File: src/rtl/load_store_ctrl_pkg.sv
// ---- load_store_ctrl_pkg : shared encodings for the load/store controller (rev 1.0) ----
`default_nettype none

package load_store_ctrl_pkg;

   // req_size[1:0] is log2 of the access byte count
   localparam logic [1:0] SZ_B = 2'd0;
   localparam logic [1:0] SZ_H = 2'd1;
   localparam logic [1:0] SZ_W = 2'd2;
   localparam logic [1:0] SZ_D = 2'd3;

   localparam int UNS_BIT = 2;

   localparam logic [1:0] ERR_OK       = 2'd0;
   localparam logic [1:0] ERR_MISALIGN = 2'd1;
   localparam logic [1:0] ERR_TIMEOUT  = 2'd2;
   localparam logic [1:0] ERR_SIZE     = 2'd3;

   typedef enum logic [1:0] {
      ST_IDLE   = 2'd0,
      ST_ACCESS = 2'd1,
      ST_RESP   = 2'd2
   } state_t;

   function automatic logic [7:0] lane_mask(input logic [1:0] lg_size);
      logic [7:0] m;
      case (lg_size)
         SZ_B:    m = 8'h01;
         SZ_H:    m = 8'h03;
         SZ_W:    m = 8'h0F;
         SZ_D:    m = 8'hFF;
         default: m = 8'h00;
      endcase
      return m;
   endfunction

endpackage

`default_nettype wire

File: src/rtl/load_store_ctrl_if.sv
// ---- load_store_ctrl_if : CPU request/response and memory bus signals (rev 1.0) ----
`default_nettype none

interface load_store_ctrl_if #(
   parameter int XLEN   = 32,
   parameter int ADDR_W = 32
) ();
   logic                req_valid;
   logic                req_ready;
   logic                req_wr;
   logic [2:0]          req_size;
   logic [ADDR_W-1:0]   req_addr;
   logic [XLEN-1:0]     req_wdata;
   logic                resp_valid;
   logic [XLEN-1:0]     resp_rdata;
   logic [1:0]          resp_err;
   logic                bus_en;
   logic                bus_wr;
   logic [ADDR_W-1:0]   bus_addr;
   logic [XLEN/8-1:0]   bus_be;
   logic [XLEN-1:0]     bus_wdata;
   logic [XLEN-1:0]     bus_rdata;
   logic                bus_ack;

   // master: requester and memory model; slave: the controller
   modport master (
      output req_valid, req_wr, req_size, req_addr, req_wdata, bus_rdata, bus_ack,
      input  req_ready, resp_valid, resp_rdata, resp_err,
             bus_en, bus_wr, bus_addr, bus_be, bus_wdata
   );

   modport slave (
      input  req_valid, req_wr, req_size, req_addr, req_wdata, bus_rdata, bus_ack,
      output req_ready, resp_valid, resp_rdata, resp_err,
             bus_en, bus_wr, bus_addr, bus_be, bus_wdata
   );
endinterface

`default_nettype wire

File: src/rtl/load_store_ctrl_extend.sv
// ---- load_extend : lane-shift and sign/zero-extend a raw bus word (rev 1.0) ----
`default_nettype none

module load_extend
   import load_store_ctrl_pkg::*;
#(
   parameter int XLEN  = 32,
   parameter int OFF_W = $clog2(XLEN/8)
) (
   input  logic [XLEN-1:0]  raw,
   input  logic [OFF_W-1:0] off,
   input  logic [1:0]       lg_size,
   input  logic             uns,
   output logic [XLEN-1:0]  data
);
   logic [XLEN-1:0] shifted;

   always_comb begin
      shifted = raw >> {off, 3'b000};
      data    = shifted;
      case (lg_size)
         SZ_B: data = uns ? XLEN'(shifted[7:0])  : XLEN'($signed(shifted[7:0]));
         SZ_H: data = uns ? XLEN'(shifted[15:0]) : XLEN'($signed(shifted[15:0]));
         SZ_W: data = uns ? XLEN'(shifted[31:0]) : XLEN'($signed(shifted[31:0]));
         SZ_D: data = shifted;
         default: data = shifted;
      endcase
   end
endmodule

`default_nettype wire

File: src/rtl/load_store_ctrl.sv
// ---- load_store_ctrl : handshaked load/store controller with bus timeout (rev 1.0) ----
`default_nettype none

module load_store_ctrl
   import load_store_ctrl_pkg::*;
#(
   parameter int XLEN    = 32,
   parameter int ADDR_W  = 32,
   parameter int TIMEOUT = 15
) (
   input  logic                CLK,
   input  logic                rst,
   load_store_ctrl_if.slave    lsc
);
   localparam int         NB     = XLEN / 8;
   localparam int         OFF_W  = $clog2(NB);
   localparam logic [1:0] SZ_MAX = 2'(OFF_W);

   state_t              state, state_nxt;
   logic                accept, start, finish;
   logic [1:0]          err_nxt;

   logic [OFF_W-1:0]    req_off;
   logic [1:0]          req_lg;
   logic                size_illegal, misalign;

   logic                r_wr;
   logic [2:0]          r_size;
   logic [OFF_W-1:0]    r_off;
   logic [7:0]          r_cnt;
   logic                r_bus_en, r_bus_wr;
   logic [ADDR_W-1:0]   r_bus_addr;
   logic [NB-1:0]       r_bus_be;
   logic [XLEN-1:0]     r_bus_wdata;
   logic                r_resp_valid;
   logic [XLEN-1:0]     r_resp_rdata;
   logic [1:0]          r_resp_err;
   logic [XLEN-1:0]     ext_data;

   assign req_off = lsc.req_addr[OFF_W-1:0];
   assign req_lg  = lsc.req_size[1:0];

   // Unsigned loads of full width are meaningless, and stores have no unsigned form
   assign size_illegal = (req_lg > SZ_MAX) ||
                         (lsc.req_size[UNS_BIT] && (lsc.req_wr || (req_lg == SZ_MAX)));
   assign misalign     = |(req_off & OFF_W'((4'd1 << req_lg) - 4'd1));

   always_ff @(posedge CLK or negedge rst) begin
      if (!rst) state <= ST_IDLE;
      else      state <= state_nxt;
   end

   always_comb begin
      state_nxt = state;
      accept    = 1'b0;
      start     = 1'b0;
      finish    = 1'b0;
      err_nxt   = ERR_OK;
      case (state)
         ST_IDLE: begin
            if (lsc.req_valid) begin
               accept = 1'b1;
               if (size_illegal) begin
                  state_nxt = ST_RESP;
                  finish    = 1'b1;
                  err_nxt   = ERR_SIZE;
               end else if (misalign) begin
                  state_nxt = ST_RESP;
                  finish    = 1'b1;
                  err_nxt   = ERR_MISALIGN;
               end else begin
                  state_nxt = ST_ACCESS;
                  start     = 1'b1;
               end
            end
         end
         ST_ACCESS: begin
            if (lsc.bus_ack) begin
               state_nxt = ST_RESP;
               finish    = 1'b1;
            end else if (r_cnt == 8'(TIMEOUT - 1)) begin
               state_nxt = ST_RESP;
               finish    = 1'b1;
               err_nxt   = ERR_TIMEOUT;
            end
         end
         ST_RESP: state_nxt = ST_IDLE;
         default: state_nxt = ST_IDLE;
      endcase
   end

   load_extend #(.XLEN(XLEN), .OFF_W(OFF_W)) u_extend (
      .raw     (lsc.bus_rdata),
      .off     (r_off),
      .lg_size (r_size[1:0]),
      .uns     (r_size[UNS_BIT]),
      .data    (ext_data)
   );

   always_ff @(posedge CLK or negedge rst) begin
      if (!rst) begin
         r_wr         <= 1'b0;
         r_size       <= '0;
         r_off        <= '0;
         r_cnt        <= '0;
         r_bus_en     <= 1'b0;
         r_bus_wr     <= 1'b0;
         r_bus_addr   <= '0;
         r_bus_be     <= '0;
         r_bus_wdata  <= '0;
         r_resp_valid <= 1'b0;
         r_resp_rdata <= '0;
         r_resp_err   <= ERR_OK;
      end else begin
         r_resp_valid <= finish;

         if (accept) begin
            r_wr   <= lsc.req_wr;
            r_size <= lsc.req_size;
            r_off  <= req_off;
            r_cnt  <= '0;
         end else if (state == ST_ACCESS) begin
            r_cnt  <= r_cnt + 8'd1;
         end

         // Bus outputs are loaded once at accept and held flat through ACCESS
         if (start) begin
            r_bus_en    <= 1'b1;
            r_bus_wr    <= lsc.req_wr;
            r_bus_addr  <= {lsc.req_addr[ADDR_W-1:OFF_W], OFF_W'(0)};
            r_bus_be    <= NB'(lane_mask(req_lg) << req_off);
            r_bus_wdata <= lsc.req_wdata << {req_off, 3'b000};
         end else if (state_nxt != ST_ACCESS) begin
            r_bus_en    <= 1'b0;
            r_bus_wr    <= 1'b0;
            r_bus_addr  <= '0;
            r_bus_be    <= '0;
            r_bus_wdata <= '0;
         end

         if (finish) begin
            r_resp_err   <= err_nxt;
            r_resp_rdata <= ((err_nxt == ERR_OK) && !r_wr) ? ext_data : '0;
         end
      end
   end

   assign lsc.req_ready  = (state == ST_IDLE);
   assign lsc.resp_valid = r_resp_valid;
   assign lsc.resp_rdata = r_resp_rdata;
   assign lsc.resp_err   = r_resp_err;
   assign lsc.bus_en     = r_bus_en;
   assign lsc.bus_wr     = r_bus_wr;
   assign lsc.bus_addr   = r_bus_addr;
   assign lsc.bus_be     = r_bus_be;
   assign lsc.bus_wdata  = r_bus_wdata;
endmodule

`default_nettype wire

File: src/flat_wrapper.sv
// flat-port wrapper written by rule: the top's interface ports become plain ports
module load_store_ctrl_flat import load_store_ctrl_pkg::*;
#(
   parameter int XLEN    = 32,
   parameter int ADDR_W  = 32,
   parameter int TIMEOUT = 15
)
  (CLK, rst, lsc_req_valid, lsc_req_wr, lsc_req_size, lsc_req_addr, lsc_req_wdata, lsc_bus_rdata, lsc_bus_ack, lsc_req_ready, lsc_resp_valid, lsc_resp_rdata, lsc_resp_err, lsc_bus_en, lsc_bus_wr, lsc_bus_addr, lsc_bus_be, lsc_bus_wdata);
  load_store_ctrl_if #(.XLEN(XLEN), .ADDR_W(ADDR_W)) lsc_i ();
  input  logic CLK;
  input  logic rst;
  input wire logic [$bits(lsc_i.req_valid)-1:0] lsc_req_valid;
  input wire logic [$bits(lsc_i.req_wr)-1:0] lsc_req_wr;
  input wire logic [$bits(lsc_i.req_size)-1:0] lsc_req_size;
  input wire logic [$bits(lsc_i.req_addr)-1:0] lsc_req_addr;
  input wire logic [$bits(lsc_i.req_wdata)-1:0] lsc_req_wdata;
  input wire logic [$bits(lsc_i.bus_rdata)-1:0] lsc_bus_rdata;
  input wire logic [$bits(lsc_i.bus_ack)-1:0] lsc_bus_ack;
  output wire logic [$bits(lsc_i.req_ready)-1:0] lsc_req_ready;
  output wire logic [$bits(lsc_i.resp_valid)-1:0] lsc_resp_valid;
  output wire logic [$bits(lsc_i.resp_rdata)-1:0] lsc_resp_rdata;
  output wire logic [$bits(lsc_i.resp_err)-1:0] lsc_resp_err;
  output wire logic [$bits(lsc_i.bus_en)-1:0] lsc_bus_en;
  output wire logic [$bits(lsc_i.bus_wr)-1:0] lsc_bus_wr;
  output wire logic [$bits(lsc_i.bus_addr)-1:0] lsc_bus_addr;
  output wire logic [$bits(lsc_i.bus_be)-1:0] lsc_bus_be;
  output wire logic [$bits(lsc_i.bus_wdata)-1:0] lsc_bus_wdata;
  assign lsc_i.req_valid = lsc_req_valid;
  assign lsc_i.req_wr = lsc_req_wr;
  assign lsc_i.req_size = lsc_req_size;
  assign lsc_i.req_addr = lsc_req_addr;
  assign lsc_i.req_wdata = lsc_req_wdata;
  assign lsc_i.bus_rdata = lsc_bus_rdata;
  assign lsc_i.bus_ack = lsc_bus_ack;
  assign lsc_req_ready = lsc_i.req_ready;
  assign lsc_resp_valid = lsc_i.resp_valid;
  assign lsc_resp_rdata = lsc_i.resp_rdata;
  assign lsc_resp_err = lsc_i.resp_err;
  assign lsc_bus_en = lsc_i.bus_en;
  assign lsc_bus_wr = lsc_i.bus_wr;
  assign lsc_bus_addr = lsc_i.bus_addr;
  assign lsc_bus_be = lsc_i.bus_be;
  assign lsc_bus_wdata = lsc_i.bus_wdata;
  load_store_ctrl #(.XLEN(XLEN), .ADDR_W(ADDR_W), .TIMEOUT(TIMEOUT)) u_core (.CLK(CLK), .rst(rst), .lsc(lsc_i));
endmodule
File: config.mk
export PLATFORM = sky130hd
export DESIGN_NAME = load_store_ctrl_flat
export DESIGN_NICKNAME = d
export VERILOG_FILES = /design/src/rtl/load_store_ctrl_pkg.sv /design/src/rtl/load_store_ctrl_if.sv /design/src/rtl/load_store_ctrl_extend.sv /design/src/rtl/load_store_ctrl.sv /design/src/flat_wrapper.sv
export SDC_FILE = /design/constraint.sdc
export NUM_CORES = 1
export LEC_CHECK = 0
export BUFFER_PORTS_ARGS = -buffer_cell sky130_fd_sc_hd__buf_2
export CAP_MARGIN = 0
export CORE_UTILIZATION = 35
export CTS_BUF_LIST = sky130_fd_sc_hd__clkbuf_8
export DETAILED_ROUTE_END_ITERATION = 16
export PLACE_DENSITY = 0.72
export RECOVER_POWER = 100
export SYNTH_ARGS = -nofsm -noshare
export SYNTH_HDL_FRONTEND = slang
export SYNTH_SLANG_ARGS = --single-unit
File: constraint.sdc
create_clock -name CLK -period 1.8 [get_ports CLK]
set_input_delay 0.27 -clock CLK [delete_from_list [all_inputs] [get_ports CLK]]
set_output_delay 0.27 -clock CLK [all_outputs]
set_load 0.01 [all_outputs]
==> results of run 1 <==
## worst max-delay path by stage
| stage | startpoint | to | slack, ns | cells after the start |
|---|---|---|---|---|
| 5_1_grt | u_core.r_cnt[0] | u_core.lsc.resp_rdata[17] | -0.12 | 8 |
| 2_1_floorplan | u_core.r_cnt[0] | u_core.lsc.resp_rdata[20] | -0.02 | 8 |
| 3_5_place_dp | u_core.r_cnt[0] | u_core.lsc.bus_addr[18] | -0.66 | 7 |
| 4_1_cts | u_core.r_cnt[0] | u_core.lsc.resp_rdata[17] | -0.01 | 8 |
| 3_3_place_gp | u_core.r_cnt[0] | u_core.lsc.bus_addr[3] | -0.65 | 7 |
| 6_report | u_core.state[1] | u_core.lsc.bus_addr[12] | -0.04 | 7 |
## synth_stat cells (3+ instances only)
| master | count |
|---|---|
| a221o_1 | 10 |
| mux2i_1 | 46 |
| nand4_1 | 8 |
| o211ai_1 | 24 |
| a21oi_1 | 5 |
| nor2b_1 | 9 |
| inv_1 | 11 |
| a211o_1 | 7 |
| mux4_2 | 9 |
| clkbuf_1 | 19 |
| dfrtp_1 | 119 |
| buf_2 | 18 |
| nor3_1 | 11 |
| a22o_1 | 50 |
| nand2_1 | 28 |
| o31ai_1 | 6 |
| nand3b_1 | 8 |
| buf_6 | 5 |
| nand3_1 | 6 |
| a211oi_1 | 8 |
| nor2_1 | 19 |
| nand2b_1 | 3 |
| o21ai_0 | 7 |
| a21o_1 | 3 |
| a32o_1 | 7 |
| o31ai_2 | 10 |
| o2bb2ai_1 | 9 |
## stage by stage
| step | area (sq um) | setup WS (ns) | hold WS [ns] | TNS, ns |
|---|---|---|---|---|
| 4_1_cts | 8218 | -0.01204 | 0.002369 | -0.09135 |
| 3_5_place_dp | 7601 | -0.6601 | 0.1342 | -41.39 |
| 6_report | 8297 | -0.04379 | 0.05009 | -0.8045 |
| 5_1_grt | 8292 | -0.1235 | 0.01921 | -5.486 |
| 3_3_place_gp | 7601 | -0.6478 | 0.1373 | -40.42 |
| 2_1_floorplan | 5971 | -0.02474 | -0.02559 | -0.4347 |
## kinds of logic after synthesis
kind of cell,Yosys count,share of synthesized area
AO/OA/AOI/OAI,152,0.2185
flip-flops,119,0.5004
other,1,0.0006302
AND/OR/NAND/NOR,113,0.1159
buffers and inverters,59,0.04899
multiplexers,55,0.1114
adder cells (fa/ha/maj),2,0.004205
## sequential cells by signal, summed over array words and instances (netlist names), 3 cells and up
signal                 flops
u_core.lsc.bus_wdata      32
u_core.lsc.resp_rdata     32
u_core.lsc.bus_be          4
u_core.r_cnt               8
u_core.r_size              3
u_core.lsc.bus_addr       30
## timing repair
action / CTS / global route
pin swaps: 3 / 38
resized for setup: 18 / 19
buffers inserted: 3 / 6
setup endpoints to repair: 101 / 85
endpoints found under the hold margin: 122 / 0
hold buffers: 4 / 0
gates cloned: 2 / 5
## layer usage
layer / track usage / part of all wire
met4: 0.07152 / 0.018
met3: 0.05690 / 0.063
met1: 0.2714 / 0.45
met5: 0 / 0
met2: 0.3088 / 0.46
## power by group through the flow
stage	registers [mW]	clock network, mW	logic [mW]
final	3.38	2.70	3.03
after global routing	3.42	2.88	3.30
after CTS	3.36	2.76	2.99
after detailed placement	3.40	0	2.89
after global placement	3.39	0	2.85
after floorplan	3.54	0	1.58
## worst max-delay path: stages (launching register included)
cell       delay, ns
dfrtp_1         0.40
clkbuf_1        0.17
or3b_4          0.45
buf_12          0.15
a21oi_4         0.16
buf_8           0.17
clkbuf_16       0.16
a22o_1          0.12
## layout make-up
cell class,instances,share of cell area
diodes,2,0.0006032
clock buffers,17,0.02820
clock inverters,14,0.02428
inverters,13,0.006183
multi-input cells,325,0.3389
flip-flops and latches,119,0.3589
well taps,220,0.03318
repair buffers,285,0.2098
==> results by group, run 1 <==
Setup path
  • Worst EP required: 2.18 ns
  • Reg2reg path depth: 7
  • Worst R2R Start: u_core.state[1]
  • Worst Setup Start Kind: register
  • Max Fanout on Critical Path: 8
  • RR Endpoint: u_core.lsc.bus_addr[12]
  • Crit path capture type: register
  • Crit Path Category: register to register
  • Crit path DAT: around 2.2 ns
  • R2R Setup Slk: -0.04 ns

Clock tree
  • Clock root cell: clkbuf_8
  • CTS tree: yes
  • Skew-Pair Late Insertion Delay: 0.45 ns
  • Htree depth: 4
  • TritonCTS Buffers: 17
  • Reg clk slew, reported paths: 0.08 ns
  • Clk sinks: 119
  • Bufs on Longest Clock Path: 2

STA
  • Rel. slew slack: 0.4860
  • Final Hold Vio Count: 0
  • Final Setup Violations: 46
  • Final Worst Setup Slack: -0.04379 ns
  • F_max: 0.5424 GHz
  • Least-Margin Pin Slew: around 0.77 ns
  • Fin crit share: 1.024
  • RSZ-0062 raised after global routing: yes
  • Fin Clk Skew: 0.01700 ns
  • Minimum clock period: 1.844 ns
  • Slew Viols, Final: 0

Floorplanning
  • Die area: around 18000 sq um
  • Die height: between 100 and 150 um
  • Starting Density: 0.3588
  • Core Area: 16580 sq um
  • Die span in x: 132.4 um
  • IO Pins: 210
  • Cell Rows: 47

Synth
  • Cell count after synthesis: approximately 500
  • Cell accounting for the most synthesized area: dfrtp_1
  • Area contributors post-synth: dfrtp_1 50%, mux2i_1 7.7%, a22o_1 7.4%
  • Synthesized cell area: ~6000 sq um
  • Synth Area per Inst: 11.88 sq um
  • Synth top area share: 0.5004
  • Synth unique cells: 54
  • #FFs+latches synth: 119
  • Synth Flop Type: dfrtp_1
  • Synth warn: 0
  • Register area share after synthesis: 0.5004
  • Post-synth EDFFs: 0
  • Synth async-reset ratio: 1.000

Final layout
  • Fin nets: 867
  • Reg area: 2978 sq um
  • Layout area overhead: 39.42%
  • Most frequent cells in the layout: 119 x dfrtp_1, 106 x clkbuf_1, 103 x buf_2
  • Leading cell type in the layout, fill and taps excluded: dfrtp_1
  • Fin util: 0.5003
  • Fill cells: 1557
  • Multi-input logic area: 2811 sq um
  • Final cell count without fillers: roughly 1000
  • Fraction of layout cells with a size suffix above 1: 0.3286

Pwr
  • Net Sw Frac: 0.3476
  • Max VDD drop: ~480 uV
  • Leakage: approximately 3.8 nW
  • Pwr Total: 9.106 mW
  • Cell Pwr Density: ~1100 nW/um^2
  • Clock Power Share: 0.296
  • Sequential share of power: 0.371
  • Combinational power share: 0.333
  • Internal Power: 5.940 mW
  • Psw: roughly 3.2 mW

Detailed routing
  • Antenna Nets Post-Route: 0
  • Residual DRC: 0
  • DRT iter0 DRCs: 311
  • Vias per std cell: roughly 5.2
  • Drt wl/cell: around 18 um
  • Detailed Routing Iterations Pass 1: 4
  • Final WL: 17530 um
  • Routed vias: 5201

Global routing
  • Largest net degree at the start of global routing: 68
  • Grt total ovfl: 0
  • Initial antenna violation count: 1
  • First-pass GRT wire length: 27410 um
  • Vias in the first global route: 5105
  • GRT Total Usage: 0.2013

Min path
  • Min-delay worst type: input port to register
  • Hold Path End: u_core.lsc.bus_addr[7]
  • Hold path start: lsc_req_addr[7]
  • Worst hold path depth: 2

Run status
  • Failing checks: negative setup slack
  • Run status: complete, but fails checks

Place
  • Post-DP HPWL: 11890 um
  • Cells after DPL: 942
  • GP Congestion: slightly above 0.8
  • Port Buffers: just over 200

Job
  • Max_cap viols: 0
No activity file was read; power rests on OpenSTA's default activity.
==> inputs of run 2 (changes only) <==
--- a/config.mk
+++ b/config.mk
@@ -9,8 +9,9 @@
 export CAP_MARGIN = 0
 export CORE_UTILIZATION = 35
 export CTS_BUF_LIST = sky130_fd_sc_hd__clkbuf_8
+export CTS_CLUSTER_DIAMETER = 40
 export DETAILED_ROUTE_END_ITERATION = 16
-export PLACE_DENSITY = 0.72
+export PLACE_DENSITY = 0.7
 export RECOVER_POWER = 100
 export SYNTH_ARGS = -nofsm -noshare
 export SYNTH_HDL_FRONTEND = slang
==> constraint.sdc (replaced) <==
create_clock -name CLK -period 2.3 [get_ports CLK]
set_input_delay 0.345 -clock CLK [delete_from_list [all_inputs] [get_ports CLK]]
set_output_delay 0.345 -clock CLK [all_outputs]
set_load 0.01 [all_outputs]
==> run 2 against run 1 <==
The run now ends clean. Maximum frequency decreased by 9.0%. Setup slack improved by 0.32 ns. Wire length decreased by 6.8%. Count of clock-buffer cells in the layout increased by 1. Worst hold slack improved by 0.074 ns. Sequential power decreased by 22%. Critical path type unchanged. Largest cell class unchanged.
==> results by group, run 2 (same netlist as run 1, synthesis figures left out) <==
Min path
  • Min-delay worst type: input port to register (unchanged)

STA
  • RSZ-0062 raised after global routing: no (was yes)
  • Slew Viols, Final: 0 (unchanged)
  • Final Setup Violations: 0 (was 46)
  • Rel. slew slack: 0.2253 (was 0.4860)
  • Final Hold Vio Count: 0 (unchanged)
  • Final setup TNS: 0 ns (was -0.8045 ns)
  • F_max: 0.4937 GHz (was 0.5424 GHz)
  • Fin crit share: 0.8808 (was 1.024)
  • Fin Clk Skew: 0.01040 ns (was 0.01700 ns)
  • Least-Margin Pin Slew: 1.162 ns (was 0.7652 ns)
  • Minimum clock period: 2.026 ns (was 1.844 ns)

Clock tree
  • Clk sinks: 119 (unchanged)
  • Post-CTS Setup Bufs: 0 (was 3)
  • Bufs on Longest Clock Path: 2 (unchanged)
  • Htree depth: 4 (unchanged)
  • CTS tree: yes (unchanged)
  • Hold-fix buffers, CTS: 1 (was 4)
  • Skew-Pair Late Insertion Delay: 0.44 ns (was 0.45 ns)
  • Clock root cell: clkbuf_8 (unchanged)
  • TritonCTS Buffers: 17 (unchanged)
  • Post-CTS Resized: 0 (was 18)
  • Reg clk slew, reported paths: 0.07 ns (was 0.08 ns)

Detailed routing
  • Drt wl/cell: 17.43 um (was 17.62 um)
  • Final WL: 16350 um (was 17530 um)
  • Detailed Routing Iterations Pass 1: 4 (unchanged)
  • Residual DRC: 0 (unchanged)
  • DRT iter0 DRCs: 259 (was 311)
  • Antenna Nets Post-Route: 0 (unchanged)
  • Vias per std cell: 5.307 (was 5.227)
  • Routed vias: 4978 (was 5201)

Setup path
  • Crit path DAT: 2.40 ns (was 2.23 ns)
  • Worst Setup Start Kind: register (unchanged)
  • Crit path capture type: register (unchanged)
  • Worst EP required: 2.67 ns (was 2.18 ns)
  • Max Fanout on Critical Path: 43 (was 8)
  • Crit Path Category: register to register (unchanged)

Global routing
  • First-pass GRT wire length: 26010 um (was 27410 um)
  • M2 GR Usage: 0.2898 (was 0.3088)
  • Grt total ovfl: 0 (unchanged)
  • Largest net degree at the start of global routing: 70 (was 68)
  • Met3 Resource Use GR: 0.07036 (was 0.05690)
  • Met1 GRT Util: 0.2575 (was 0.2714)
  • Initial antenna violation count: 1 (unchanged)
  • Vias in the first global route: 4776 (was 5105)
  • Grt peak-use layer: met2 (unchanged)
  • GRT Total Usage: 0.1911 (was 0.2013)

Pwr
  • Combinational power share: 0.282 (was 0.333)
  • Max VDD drop: 373.0 uV (was 479.5 uV)
  • Internal Power: 4.515 mW (was 5.940 mW)
  • Psw: 2.282 mW (was 3.165 mW)
  • Leakage: 3.457 nW (was 3.829 nW)
  • Cell Pwr Density: 905.8 nW/um^2 (was 1097 nW/um^2)
  • Clock Power Share: 0.328 (was 0.296)
  • Net Sw Frac: 0.3358 (was 0.3476)
  • Sequential share of power: 0.390 (was 0.371)

Floorplanning
  • Core Area: 16580 sq um (unchanged)
  • Die area: 17530 sq um (unchanged)
  • IO Pins: 210 (unchanged)
  • Starting Density: 0.3588 (unchanged)
  • Die span in x: 132.4 um (unchanged)
  • Cell Rows: 47 (unchanged)
  • Die height: 132.4 um (unchanged)

Final layout
  • Fraction of layout cells with a size suffix above 1: 0.2483 (was 0.3286)
  • Most frequent cells in the layout: 119 x dfrtp_1, 106 x clkbuf_1, 102 x buf_2 (was 119 x dfrtp_1, 106 x clkbuf_1, 103 x buf_2)
  • Leading cell type in the layout, fill and taps excluded: dfrtp_1 (unchanged)
  • Fin util: 0.4525 (was 0.5003)
  • Layout area overhead: 26.09% (was 39.42%)
  • Fin nets: 810 (was 867)

Place
  • Port Buffers: 207 (unchanged)
  • Post-DP HPWL: 11400 um (was 11890 um)
  • GP Congestion: 0.7882 (was 0.8269)

Job
  • Max_cap viols: 0 (unchanged)

Run status
  • Run status: finished clean (was complete, but fails checks)
==> run 2: cell types whose count changed in the layout (fill, tap and decap cells not counted), moves of 3 or more <==
cell,previous run,this run
buf_4,43,14
o31ai_1,1,16
o31ai_2,13,0
buf_6,11,0
buf_12,8,4
clkbuf_16,4,0
dlygate4sd3_1,4,1
nor3_4,3,0
==> run 2: area by class of cell <==
type                    instances  area (sq um)
well taps                     220         275.3
clock buffers                  18         247.7
inverters                      13         51.30
clock inverters                14         221.5
flip-flops and latches        119          2978
multi-input cells             324          2614
fillers                      1647          9080
repair buffers                229          1114
diodes                          1         2.502
==> run 2: worst paths after layout <==
path                                             to            startpoint  depth (start not counted)  slack, ns
max                         u_core.lsc.bus_addr[12]       u_core.state[0]                          5       0.27
min                         u_core.lsc.bus_addr[28]      lsc_req_addr[28]                          2       0.12
max reg2reg                 u_core.lsc.bus_addr[12]       u_core.state[0]                          5       0.27
min reg2reg                    u_core.lsc.bus_be[0]  u_core.lsc.bus_be[0]                          1       0.48
max in group asynchronous  u_core.lsc.bus_wdata[26]                   rst                          3       0.50
min in group asynchronous           u_core.state[1]                   rst                          2       0.66
==> run 2: through the flow <==
stage                     std cells  setup slack [ns]  area [sq um]  total power, mW  hold slack, ns
final                           938            0.2743          7503            6.797          0.1237
after global routing            938            0.1478          7503            7.232         0.08045
after CTS                       937            0.3645          7729            7.037         0.08667
after detailed placement        904            0.2736          7249            4.759          0.2444
after global placement          904            0.3123          7249            4.739          0.2468
after floorplan                 502            0.4718          5954            4.001         0.04941
==> run 2: per-layer routing <==
layer,vias up,part of all wire
met5,-,0
met4,0,0.011
met3,19,0.086
met2,224,0.46
met1,2413,0.45
li1,2322,-
==> run 2: power groups by stage <==
| stage | clock network [mW] | registers, mW | logic, mW |
|---|---|---|---|
| 6_report | 2.23 | 2.65 | 1.92 |
| 5_1_grt | 2.42 | 2.69 | 2.12 |
| 4_1_cts | 2.30 | 2.64 | 2.10 |
| 3_5_place_dp | 0 | 2.67 | 2.09 |
| 3_3_place_gp | 0 | 2.67 | 2.06 |
| 2_1_floorplan | 0 | 2.77 | 1.23 |
==> run 2: worst max-delay path: stages, from the launching register on <==
cell and delay [ns]:
dfrtp_1 0.43, or3b_1 0.46, clkbuf_1 0.37, a21oi_4 0.25
buf_12 0.25, a22o_1 0.19
